<file path="src/rtl/mips_div_pkg.sv">
// Shared defines for the MIPS divider: FSM encoding, iteration count and helpers.
// Imported by the divider and by any datapath code that needs the same constants.
package mips_div_pkg;

    localparam int DIV_CYCLES = 32;

    typedef enum logic [1:0] {
        FREE     = 2'd0,
        DIV_ZERO = 2'd1,
        DIV_ON   = 2'd2,
        DIV_END  = 2'd3
    } div_state_e;

    function automatic logic [31:0] negate(input logic [31:0] x);
        return ~x + 32'd1;
    endfunction

endpackage

</file>
<file path="src/rtl/mips_div_if.sv">
// E-stage divider port bundle: operands and control from the pipeline, result and stall back.
interface mips_div_if;
    logic [31:0] a;
    logic [31:0] b;
    logic        signed_div;
    logic        start;
    logic        annul;
    logic [63:0] result;
    logic        ready;
    logic        stall_div;

    modport master (
        output a, b, signed_div, start, annul,
        input  result, ready, stall_div
    );

    modport slave (
        input  a, b, signed_div, start, annul,
        output result, ready, stall_div
    );
endinterface

</file>
<file path="src/rtl/mips_div.sv">
// Multi-cycle restoring divider for DIV/DIVU: one shift-subtract step per cycle,
// result = {HI remainder, LO quotient}, stalls the pipeline until the result is ready.
module mips_div #(
    parameter int DIV_CYCLES = mips_div_pkg::DIV_CYCLES
) (
    input logic       clk,
    input logic       rst,
    mips_div_if.slave bus
);
    import mips_div_pkg::*;

    localparam int                CNT_W     = $clog2(DIV_CYCLES + 1);
    localparam logic [CNT_W-1:0]  LAST_STEP = CNT_W'(DIV_CYCLES - 1);

    div_state_e       state, state_next;
    logic [64:0]      work, work_step;
    logic [33:0]      trial;
    logic [31:0]      divisor;
    logic [CNT_W-1:0] count;
    logic             neg_quot, neg_rem;
    logic [63:0]      result;
    logic             done, launch, step_en, load_div, load_zero;

    logic             a_neg, b_neg;
    logic [31:0]      a_mag, b_mag, quot_fix, rem_fix;

    assign a_neg = bus.signed_div & bus.a[31];
    assign b_neg = bus.signed_div & bus.b[31];
    assign a_mag = a_neg ? negate(bus.a) : bus.a;
    assign b_mag = b_neg ? negate(bus.b) : bus.b;

    // work = {partial remainder, quotient bits}; bits [64:31] are the shifted remainder.
    always_comb begin
        trial     = work[64:31] - {2'b00, divisor};
        work_step = {work[63:0], 1'b0};
        if (!trial[33])
            work_step = {trial[32:0], work[30:0], 1'b1};
    end

    assign quot_fix = neg_quot ? negate(work_step[31:0])  : work_step[31:0];
    assign rem_fix  = neg_rem  ? negate(work_step[63:32]) : work_step[63:32];

    always_ff @(posedge clk) begin
        if (rst)
            state <= FREE;
        else
            state <= state_next;
    end

    always_comb begin
        // NOTE: every output gets a default first, so no path through the case leaves a latch.
        state_next = state;
        done       = 1'b0;
        launch     = 1'b0;
        step_en    = 1'b0;
        load_div   = 1'b0;
        load_zero  = 1'b0;
        unique case (state)
            FREE: begin
                if (bus.start && !bus.annul) begin
                    if (bus.b == 32'd0) begin
                        state_next = DIV_ZERO;
                    end else begin
                        state_next = DIV_ON;
                        launch     = 1'b1;
                    end
                end
            end
            DIV_ZERO: begin
                if (bus.annul || !bus.start) begin
                    state_next = FREE;
                end else begin
                    state_next = DIV_END;
                    load_zero  = 1'b1;
                end
            end
            DIV_ON: begin
                if (bus.annul || !bus.start) begin
                    state_next = FREE;
                end else begin
                    step_en = 1'b1;
                    if (count == LAST_STEP) begin
                        state_next = DIV_END;
                        load_div   = 1'b1;
                    end
                end
            end
            DIV_END: begin
                state_next = FREE;
                done       = bus.start & ~bus.annul;
            end
        endcase
    end

    // NOTE: sequential state uses non-blocking assignments so every register samples pre-edge values.
    always_ff @(posedge clk) begin
        if (rst) begin
            work     <= '0;
            divisor  <= '0;
            count    <= '0;
            neg_quot <= 1'b0;
            neg_rem  <= 1'b0;
            result   <= '0;
        end else begin
            if (launch) begin
                work     <= {33'd0, a_mag};
                divisor  <= b_mag;
                count    <= '0;
                neg_quot <= bus.signed_div & (bus.a[31] ^ bus.b[31]);
                neg_rem  <= a_neg;
            end else if (step_en) begin
                work  <= work_step;
                count <= count + CNT_W'(1);
            end
            if (load_div)
                result <= {rem_fix, quot_fix};
            else if (load_zero)
                result <= '0;
        end
    end

    assign bus.result    = result;
    assign bus.ready     = done;
    assign bus.stall_div = bus.start & ~done;

endmodule

</file>
<file path="src/flat_wrapper.sv">
// flat-port wrapper written by rule: the top's interface ports become plain ports
module mips_div_flat import mips_div_pkg::*;
#(
    parameter int DIV_CYCLES = mips_div_pkg::DIV_CYCLES
)
  (clk, rst, bus_a, bus_b, bus_signed_div, bus_start, bus_annul, bus_result, bus_ready, bus_stall_div);
  mips_div_if bus_i ();
  input logic clk;
  input logic rst;
  input wire logic [$bits(bus_i.a)-1:0] bus_a;
  input wire logic [$bits(bus_i.b)-1:0] bus_b;
  input wire logic [$bits(bus_i.signed_div)-1:0] bus_signed_div;
  input wire logic [$bits(bus_i.start)-1:0] bus_start;
  input wire logic [$bits(bus_i.annul)-1:0] bus_annul;
  output wire logic [$bits(bus_i.result)-1:0] bus_result;
  output wire logic [$bits(bus_i.ready)-1:0] bus_ready;
  output wire logic [$bits(bus_i.stall_div)-1:0] bus_stall_div;
  assign bus_i.a = bus_a;
  assign bus_i.b = bus_b;
  assign bus_i.signed_div = bus_signed_div;
  assign bus_i.start = bus_start;
  assign bus_i.annul = bus_annul;
  assign bus_result = bus_i.result;
  assign bus_ready = bus_i.ready;
  assign bus_stall_div = bus_i.stall_div;
  mips_div #(.DIV_CYCLES(DIV_CYCLES)) u_core (.clk(clk), .rst(rst), .bus(bus_i));
endmodule
</file>
<file path="config.mk">
export PLATFORM = sky130hd
export DESIGN_NAME = mips_div_flat
export DESIGN_NICKNAME = d
export VERILOG_FILES = /design/src/rtl/mips_div_pkg.sv /design/src/rtl/mips_div_if.sv /design/src/rtl/mips_div.sv /design/src/flat_wrapper.sv
export SDC_FILE = /design/constraint.sdc
export NUM_CORES = 1
export LEC_CHECK = 0
export ABC_AREA = 1
export CORE_UTILIZATION = 33
export DETAILED_ROUTE_END_ITERATION = 12
export MAX_ROUTING_LAYER = met4
export PLACE_DENSITY = 0.52
export SLEW_MARGIN = 20
export SYNTH_ARGS = -nofsm -noshare
export SYNTH_HDL_FRONTEND = slang
export SYNTH_SLANG_ARGS = --single-unit
</file>
<file path="constraint.sdc">
create_clock -name clk -period 5.3 [get_ports clk]
set_input_delay 1.06 -clock clk [delete_from_list [all_inputs] [get_ports clk]]
set_output_delay 1.06 -clock clk [all_outputs]
set_load 0.05 [all_outputs]
</file>
==> results of run 1 <==
-- metal layers --
layer  part of all wire (%)  global-route usage [%]
met4                    1.2                   4.335
met1                     46                   27.69
met3                    3.3                   2.606
met5                      0                       -
met2                     49                   39.12
-- worst paths after layout --
check,slack [ns],cells after the start,start,end
worst max-delay path,0.96,30,u_core.divisor[6],u_core.bus.result[30]
worst min-delay path,0.46,2,u_core.bus.result[33],u_core.bus.result[33]
worst max register to register,0.96,30,u_core.divisor[6],u_core.bus.result[30]
worst min register to register,0.46,2,u_core.bus.result[33],u_core.bus.result[33]
-- synth_stat cells (4+ instances only) --
cell type | n | area share (%)
xor2_1 | 62 | 4.3
a31oi_1 | 10 | 0.49
nand4_1 | 24 | 1.2
o221ai_1 | 4 | 0.28
nor4_1 | 8 | 0.40
a22oi_1 | 14 | 0.83
buf_2 | 7 | 0.28
inv_1 | 268 | 7.9
a21boi_0 | 9 | 0.53
o21bai_1 | 8 | 0.47
dfxtp_1 | 171 | 27
o21ai_1 | 8 | 0.32
o211ai_1 | 14 | 0.83
nand3b_1 | 7 | 0.41
o31ai_1 | 4 | 0.24
clkinv_1 | 5 | 0.15
o22ai_1 | 35 | 1.7
nand2_4 | 8 | 0.71
nor2_4 | 4 | 0.36
o21ai_0 | 87 | 3.4
ha_1 | 42 | 4.1
nor2_2 | 9 | 0.44
a21oi_1 | 156 | 6.2
inv_2 | 7 | 0.21
nor3_1 | 32 | 1.3
nand2_2 | 21 | 1.0
buf_6 | 5 | 0.44
clkbuf_1 | 42 | 1.2
buf_1 | 11 | 0.33
nor2_1 | 172 | 5.1
nand3_1 | 107 | 4.2
nand2_1 | 617 | 18
or2_2 | 9 | 0.44
xnor2_1 | 35 | 2.4
-- stage by stage --
stage | hold WS, ns | worst slack, ns | instances
5_1_grt | 0.4888 | 0.3825 | 2670
3_5_place_dp | 0.4561 | 0.9315 | 2639
2_1_floorplan | 0.4347 | 1.576 | 2053
6_report | 0.4636 | 0.9618 | 2670
3_3_place_gp | 0.4546 | 0.9950 | 2639
4_1_cts | 0.4665 | 0.9520 | 2670
-- cells by family (layout without fill, tap and decap cells) --
logic type / Yosys count / after routing
AO/OA/AOI/OAI: 366 / 366
XOR/XNOR: 98 / 98
adder cells (fa/ha/maj): 43 / 43
buffers and inverters: 349 / 455
flip-flops: 171 / 171
AND/OR/NAND/NOR: 1026 / 1026
-- sequential cells by signal, indices dropped and copies added, names as in the netlist --
register	count
u_core.neg_rem	1
u_core.bus.result	64
u_core.neg_quot	1
u_core.work	65
u_core.state	2
u_core.count	6
u_core.divisor	32
-- area by class of cell --
class / count / area, sq um
fill: 4133 / 22780
clock inverter: 11 / 110.1
tap: 511 / 639.4
sequential: 171 / 3423
clock buffer: 20 / 456.7
inverter: 280 / 1051
timing repair buffer: 144 / 1411
multi-input combinational: 1533 / 7884
-- critical path, delay by kind of cell (launching register included) --
kind                     cells  cell delay, ns
adder cells (fa/ha/maj)      2            0.52
flip-flops                   1            0.31
AO/OA/AOI/OAI                7            0.97
AND/OR/NAND/NOR             15            1.91
buffers and inverters        6            0.55
-- power by group through the flow --
stage	Sequential (mW)	Combinational (mW)	Clock, mW
finish	1.47	4.85	1.25
global route	1.48	5.49	1.33
CTS	1.47	4.86	1.28
detailed placement	1.50	4.84	0
global placement	1.50	4.81	0
floorplan	1.46	3.70	0
==> impl_metrics.json, run 1 <==
{
  "power_frac_seq_pct": 19.4,
  "clkSlewWorstSetupHoldPaths_ns": 0.07,
  "die_area_sq_um": 39180,
  "die_w_um": 197.9,
  "finalWeightedCongestion": 0.9337,
  "grt_pass1_wl_um": 66810,
  "start_util_pct": 33.56,
  "yosys_most_used_dff": "dfxtp_1",
  "cts_tree": "yes",
  "clock_power_share_pct": 16.5,
  "synth_top_family_by_area": "simple AND/OR/NAND/NOR gates",
  "ant_nets": 0,
  "cts_sinks": 171,
  "num_vias": 13070,
  "io_buffers": 134,
  "layout.nets": 2259,
  "drtIter0Drc": 792,
  "most-common-layout-cells": "nand2_1, inv_1, nor2_1, dfxtp_1, a21oi_1",
  "wl_per_cell_um": 15.83,
  "finalClockSkew_ns": 0.01996,
  "cp_data_arrival_time_ns": 4.70,
  "netlist_instances": 2053,
  "synth_edf_count": 0,
  "yosysWarnings": 0,
  "rows": 71,
  "synth_area_sq_um": 12670,
  "swShare_pct": 53.50,
  "seq_area_frac_synth_pct": 27.02,
  "status": "finished, final reports clean",
  "fmaxAchievable_mhz": 230.5,
  "critPathCaptureType": "flip-flop",
  "grt_pass1_vias": 12222,
  "postCtsSetupBuffers": 0,
  "synthesis.nets": 2165,
  "layout-drive-gt1-share_pct": 5.234,
  "cp_slowest_cell": "ha_1",
  "die-height_um": 197.9,
  "worstPathRequired_ns": 5.66,
  "dp_hpwl_um": 33380,
  "grt_overflow": 0,
  "rsz0062_at_grt": "no",
  "slowest_delay_ns": 0.38,
  "yosys_register_bits": 171,
  "p_per_area_nw_per_um2": 505.9,
  "clk_latency_ns": 0.44,
  "core-area_sq_um": 37760,
  "min_period_over_period_pct": 81.85,
  "synthArstFlopShare_pct": 0,
  "io_pins": 135,
  "utilization_pct": 39.67,
  "final_common_cell": "nand2_1",
  "drc": 0,
  "grt_start_max_net_pins": 87,
  "finalHoldViolations": 0,
  "internal-power_mw": 3.523,
  "synth_compound_area_share_pct": 16.48,
  "setup_viol": 0,
  "ir_drop_v": 0.0002662,
  "placed_area_sq_um": 14410,
  "fin_setup_tns_ns": 0,
  "antenna_found_initial": 0,
  "path_max_fanout": 9,
  "worstHoldPathType": "reg2reg",
  "htree_num_levels": 4,
  "ys_types": 52,
  "p_leak_nw": 6.851,
  "area_delta_synth_final_pct": 18.20,
  "synth_fa_ha_area_share_pct": 4.306,
  "slew_viol_final": 0,
  "grt_usage_pct": 22.39,
  "drv_cap": 0,
  "critPathKind": "reg2reg",
  "wl_um": 42260,
  "synth.avg_cell_area_sq_um": 6.171,
  "ctsResizeCount": 0,
  "synth-xor-area-share_pct": 6.834,
  "p_total_mw": 7.577,
  "hold_buffers": 0,
  "first_pass_iters": 5,
  "max_slew_margin_pct": 35.96,
  "final_area_sq_um": 14980,
  "viasPerCell": 4.895,
  "period_minus_slack_ns": 4.338,
  "crit_top_cell": "inv_1",
  "antenna_cells": 0,
  "tightest_slew_ns": 0.9605,
  "cts_made_buffers": 17,
  "cts_buffer_depth": 2,
  "cp-start-kind": "flip-flop",
  "pwr-share-comb_pct": 64.1,
  "synth-simple-area-share_pct": 34.44,
  "root_buffer": "clkbuf_16",
  "switching_power_mw": 4.054,
  "synth.area.mux_share_pct": 0
}
Note: power is estimated with default switching activity, not from simulation.
==> inputs of run 2 (changes only) <==
Settings changed: PLACE_DENSITY 0.52 to 0.54.
Clock period 5.3 ns to 3.65 ns, I/O delays scaled along.
==> run 2 against run 1 <==
  * Largest power group unchanged
  * Global-route usage up 2.1 points
  * Worst hold slack improved by 0.00052 ns
  * Clock skew fell by 0.0057 ns
==> impl_metrics.json, run 2 (synthesis results as in run 1) <==
{
  "status": "finished, final reports clean",
  "cp-endpoint": "u_core.bus.result[20]",
  "antenna_found_initial": 0,
  "cts_tree": "yes",
  "rr_startpoint": "u_core.divisor[6]",
  "reg.largest.list": "u_core.work: 65 flops, u_core.bus.result: 64 flops, u_core.divisor: 32 flops",
  "worstHoldPathType": "reg2reg",
  "dp_hpwl_um": 36880,
  "first_pass_iters": 5,
  "slowest_delay_ns": 0.32,
  "critPathKind": "reg2reg",
  "critPathCaptureType": "flip-flop",
  "dp_slack_ns": -0.1332,
  "drv_cap": 0,
  "max_slew_margin_pct": 33.94,
  "slew_viol_final": 0,
  "worstPathRequired_ns": 3.94,
  "num_vias": 13872,
  "timing.rr.end": "u_core.bus.result[20]",
  "fin_hold_ws_ns": 0.4641,
  "wl_per_cell_um": 16.29,
  "setup_ws_ns": 0.03169,
  "cp_data_arrival_time_ns": 3.91,
  "largest_reg_flops": 65,
  "die-height_um": 197.9,
  "fmaxAchievable_mhz": 276.4,
  "placed_area_sq_um": 15720,
  "regMostFlops": "u_core.work",
  "period_minus_slack_ns": 3.618,
  "grt_usage_pct": 24.51,
  "drc": 0,
  "grt_overflow": 0,
  "grtUsageMet3_pct": 2.896,
  "path_max_fanout": 3,
  "core-area_sq_um": 37760,
  "reg2reg_slack_ns": 0.03,
  "cp-startpoint": "u_core.divisor[6]",
  "clkSlewWorstSetupHoldPaths_ns": 0.07,
  "grt_pass1_vias": 13183,
  "fin_setup_tns_ns": 0,
  "die_w_um": 197.9,
  "root_buffer": "clkbuf_16",
  "crit_top_cell": "nand2_4",
  "die_area_sq_um": 39180,
  "hold_buffers": 0,
  "area_delta_synth_final_pct": 33.54,
  "viasPerCell": 4.895,
  "ant_nets": 0,
  "setup_viol": 0,
  "finalHoldViolations": 0,
  "start_util_pct": 33.56,
  "io_buffers": 134,
  "cp-start-kind": "flip-flop",
  "wl_um": 46160,
  "cts_buffer_depth": 2,
  "busiest_layer": "met2",
  "layout-drive-gt1-share_pct": 17.22,
  "antenna_cells": 0,
  "htree_num_levels": 4,
  "rr_worst_depth": 28,
  "n_fill_cell": 4028,
  "met2_usage_pct": 41.76,
  "final_common_cell": "nand2_1",
  "grt_start_max_net_pins": 87,
  "finalWeightedCongestion": 0.9777,
  "cts_made_buffers": 17,
  "cp_slowest_cell": "dfxtp_2",
  "rows": 71,
  "rsz0062_at_grt": "yes",
  "min_period_over_period_pct": 99.13,
  "grt_pass1_wl_um": 71990,
  "p_leak_nw": 7.773,
  "ir_drop_v": 0.0003659,
  "cts_sinks": 171,
  "clk_latency_ns": 0.45,
  "final_area_sq_um": 16920,
  "most-common-layout-cells": "nand2_1, inv_1, buf_4, nor2_1, dfxtp_1",
  "io_pins": 135,
  "drtIter0Drc": 833,
  "met1_usage_pct": 30.13,
  "tightest_slew_ns": 0.9908,
  "p_per_area_nw_per_um2": 729.4,
  "finalClockSkew_ns": 0.01422,
  "p_total_mw": 12.34,
  "layout.nets": 2424
}
## run 2: worst min path at each step
stage	startpoint	endpoint	slack (ns)	depth (start not counted)
2_1_floorplan	u_core.divisor[0]	u_core.divisor[0]	0.43	2
3_3_place_gp	u_core.divisor[0]	u_core.divisor[0]	0.46	2
3_5_place_dp	u_core.bus.result[12]	u_core.bus.result[12]	0.46	2
4_1_cts	u_core.bus.result[12]	u_core.bus.result[12]	0.47	2
5_1_grt	u_core.bus.result[33]	u_core.bus.result[33]	0.48	2
6_report	u_core.bus.result[12]	u_core.bus.result[12]	0.46	2
## run 2: critical path: cells and delay by family, from the launching register on
family / cells / cell delay, ns
DFF: 1 / 0.32
adders and majority gates: 2 / 0.40
AOI/OAI and AO/OA: 1 / 0.08
xor gates and xnor gates: 1 / 0.17
and+or+nand+nor: 18 / 2.04
buffers and inverters: 6 / 0.41
## run 2: metal layers
layer / wire (um) / vias to the layer above
met4: 1090 / 0
met3: 1548 / 60
li1: - / 7120
met2: 22600 / 296
met1: 20920 / 6396
met5: 0 / -
## run 2: metrics by stage
stage          util, %  std cells
6_report         44.81       2834
4_1_cts          43.28       2824
5_1_grt          44.81       2834
3_5_place_dp     41.64       2794
3_3_place_gp     41.64       2794
2_1_floorplan        -       2053
## run 2: area by class of cell
type	instances	area, sq um	share of cell area (%)
Clock buffer	18	429.2	2.537
Clock inverter	12	163.9	0.9688
Multi-Input combinational cell	1533	8433	49.84
Tap cell	511	639.4	3.779
Timing Repair Buffer	309	2749	16.25
Inverter	280	1051	6.212
Sequential cell	171	3453	20.41
## run 2: repair_timing
| item | 4_1_cts | 5_1_grt |
|---|---|---|
| buffers inserted | 0 | 10 |
| gates resized for setup | 6 | 139 |
| pin swaps | 1 | 39 |
| endpoints found under the setup margin | 13 | 30 |
| cloned | 0 | 0 |
## run 2: power by group
| part | leakage, nW | total (mW) | internal, mW | switching, mW |
|---|---|---|---|---|
| Combinational | 6.09 | 8.28 | 2.97 | 5.31 |
| Sequential | 1.40 | 2.14 | 2.00 | 0.138 |
| Clock | 0.288 | 1.92 | 1.08 | 0.837 |
| Total | 7.77 | 12.3 | 6.05 | 6.29 |
==> inputs of run 3 (changes only) <==
Settings changed: ABC_AREA 1 to default, PLACE_DENSITY 0.54 to 0.55.
==> run 3 against run 2 <==
  * Clock-buffer cell count grew 1
  * Sequential power grew 2%
  * Synthesized cell count shrank 30%
  * Global-route usage grew 0.11 points
  * Register-to-register slack lost 0.38 ns
  * Non-clock buffer count grew 134
  * Sequential cell count is the same
  * Worst hold slack lost 0.017 ns
  * Cell area shrank 0.87%
  * The run now ends with negative setup slack left
  * Critical endpoint is now u_core.bus.result[62]
  * Synthesized area shrank 11%
  * Final cell count shrank 20%
  * Combinational power grew 3.1%
==> impl_metrics.json, run 3 <==
{
  "status": "finished, violations left",
  "violations": "negative setup slack",
  "p_per_area_nw_per_um2": 746.3,
  "pwr-share-comb_pct": 68.2,
  "die-height_um": 186.5,
  "multi_input_area_sq_um": 8108,
  "viasPerCell": 5.328,
  "cp-start-kind": "flip-flop",
  "dp_hpwl_um": 32430,
  "path_cells": "inv_2 -> ha_4 -> o211ai_1 -> a21oi_4 -> o2111ai_4 -> a2111oi_4 -> buf_4 -> nor3_4 -> nor2_4 -> mux2i_4 -> ha_4 -> nand2_2 -> nor4_4 -> nand4_1 -> mux2i_2 -> nand4_1 -> o41ai_2 -> xor2_1 -> o21ai_1",
  "worstPathRequired_ns": 3.95,
  "slowest_delay_ns": 0.40,
  "clk_latency_ns": 0.44,
  "synthTopCellsByCount": "nor2_1, dfxtp_1, nand2_1, a21oi_1, o21ai_0",
  "cp_slowest_cell": "a2111oi_4",
  "ant_nets": 0,
  "finalWeightedCongestion": 0.9154,
  "busiest_layer": "met2",
  "critPathCaptureType": "flip-flop",
  "synthTopCellsByArea": "dfxtp_1, nor2_1, xnor2_1",
  "rsz0062_at_grt": "yes",
  "min_period_over_period_pct": 109.6,
  "start_util_pct": 33.51,
  "io_buffers": 134,
  "worstHoldPathType": "reg2reg",
  "grtUsageMet3_pct": 3.573,
  "final-seq-area_sq_um": 3438,
  "yosysTopAreaCell": "dfxtp_1",
  "slew_viol_final": 0,
  "htree_num_levels": 4,
  "most-common-layout-cells": "buf_4, nor2_1, dfxtp_1, clkdlybuf4s50_1, nand2_1",
  "layout.nets": 1928,
  "hold_buffers": 0,
  "seq_area_frac_synth_pct": 30.47,
  "die_w_um": 186.5,
  "final_common_cell": "buf_4",
  "fmaxAchievable_mhz": 250.1,
  "layoutNonFillerInstCount": 2278,
  "yosysMostFrequentCell": "nor2_1",
  "max_slew_margin_pct": 18.82,
  "yosys_register_bits": 171,
  "drtIter0Drc": 852,
  "setup_ws_ns": -0.3488,
  "period_minus_slack_ns": 3.999,
  "internal-power_mw": 6.845,
  "swShare_pct": 45.31,
  "fin_hold_ws_ns": 0.4469,
  "grt_start_max_net_pins": 82,
  "antenna_found_initial": 1,
  "grt_usage_pct": 24.62,
  "post-place-cells": 2224,
  "tightest_slew_ns": 1.216,
  "yosys_most_used_dff": "dfxtp_1",
  "grt_overflow": 0,
  "regMostFlops": "u_core.work",
  "synth_edf_count": 0,
  "netlist.area_leader.share_pct": 30.47,
  "num_vias": 12138,
  "synth.avg_cell_area_sq_um": 7.813,
  "io_pins": 135,
  "grt_pass1_vias": 11962,
  "wl_per_cell_um": 18.38,
  "wl_um": 41870,
  "n_fill_cell": 3229,
  "root_buffer": "clkbuf_16",
  "yosysWarnings": 0,
  "die_area_sq_um": 34790,
  "synth_area_sq_um": 11240,
  "layout-drive-gt1-share_pct": 26.90,
  "p_total_mw": 12.52,
  "met1_usage_pct": 33.21,
  "grt_pass1_wl_um": 65460,
  "p_leak_nw": 6.533,
  "critPathKind": "reg2reg",
  "finalClockSkew_ns": 0.01509,
  "drc": 0,
  "cts_made_buffers": 17,
  "cts_buffer_depth": 2,
  "clkSlewWorstSetupHoldPaths_ns": 0.07,
  "clock_power_share_pct": 14.4,
  "synthesis.nets": 1550,
  "finalHoldViolations": 0,
  "ir_drop_v": 0.0004740,
  "core-area_sq_um": 33530,
  "met2_usage_pct": 37.46,
  "switching_power_mw": 5.672,
  "ys_types": 79,
  "synthArstFlopShare_pct": 0,
  "power_frac_seq_pct": 17.4,
  "reg.largest.list": "u_core.work: 65 flops, u_core.bus.result: 64 flops, u_core.divisor: 32 flops",
  "largest_reg_flops": 65,
  "first_pass_iters": 7,
  "rows": 67,
  "setup_viol": 17,
  "cts_sinks": 171,
  "drv_cap": 0,
  "netlist_instances": 1438,
  "cts_tree": "yes",
  "area_delta_synth_final_pct": 49.27,
  "cp_data_arrival_time_ns": 4.30,
  "path_max_fanout": 3
}
-- run 3: changes by cell type after synthesis, moves of 26 or more --
cell	previous run	this run
xnor2_1	35	75
nand3_1	107	19
nand2_1	617	125
a211oi_1	2	59
clkbuf_1	42	68
o22ai_1	35	0
inv_1	268	62
a22oi_1	14	41
a21oi_1	156	101
-- run 3: final timing paths --
kind	end	cells after the start	start	slack [ns]
max	u_core.bus.result[62]	19	u_core.divisor[3]	-0.35
min	u_core.bus.result[55]	2	u_core.bus.result[55]	0.45
max reg2reg	u_core.bus.result[62]	19	u_core.divisor[3]	-0.35
min reg2reg	u_core.bus.result[55]	2	u_core.bus.result[55]	0.45
-- run 3: area by class of cell --
| type | count | area share [%] |
|---|---|---|
| Tap cell | 448 | 3.342 |
| Sequential cell | 171 | 20.50 |
| Antenna cell | 1 | 0.01492 |
| Inverter | 63 | 1.410 |
| Multi-Input combinational cell | 1120 | 48.34 |
| Clock buffer | 19 | 2.581 |
| Timing Repair Buffer | 443 | 23.05 |
| Clock inverter | 13 | 0.7610 |
-- run 3: kinds of logic after synthesis --
family          after synthesis  synth area share [%]
flops                       171                 30.47
mux                          26                 2.350
xor+xnor                    145                 11.30
buf+inv                     147                 5.145
compound gates              439                 26.70
simple gates                467                 19.18
fa+ha+maj                    43                 4.855
-- run 3: through the flow --
step	cell area [sq um]	worst slack, ns	setup TNS [ns]	utilization, %
2_1_floorplan	11370	-0.8509	-6.486	-
3_3_place_gp	15200	-0.4755	-10.21	45.34
3_5_place_dp	15200	-0.6120	-13.12	45.34
4_1_cts	16390	-0.3358	-3.854	48.87
5_1_grt	16770	-0.6385	-9.545	50.01
6_report	16770	-0.3488	-4.414	50.01
-- run 3: worst max-delay path: cells and delay by family (launching register included) --
family / cells / cell delay, ns
compound gates: 6 / 1.38
buf+inv: 2 / 0.24
flops: 1 / 0.33
mux: 2 / 0.55
fa+ha+maj: 2 / 0.44
simple gates: 6 / 0.75
xor+xnor: 1 / 0.17
-- run 3: power by group through the flow --
stage	clock (mW)	combinational (mW)	sequential (mW)
2_1_floorplan	0	4.08	2.16
3_3_place_gp	0	7.15	2.19
3_5_place_dp	0	7.17	2.19
4_1_cts	1.83	7.87	2.17
5_1_grt	1.91	9.16	2.20
6_report	1.80	8.54	2.18
-- run 3: layer usage --
metal  share of wire [%]  up-vias  wire (um)
li1                    -     5951          -
met1                  47     5753      19510
met2                  45      367      18680
met3                 6.1       67       2560
met4                 2.7        0       1115
met5                   0        -          0
-- run 3: repair_timing --
action                     in CTS  in global routing
pin swaps                      31                 25
setup endpoints to repair      38                 46
resized for setup              96                 62
setup buffers                  15                  7
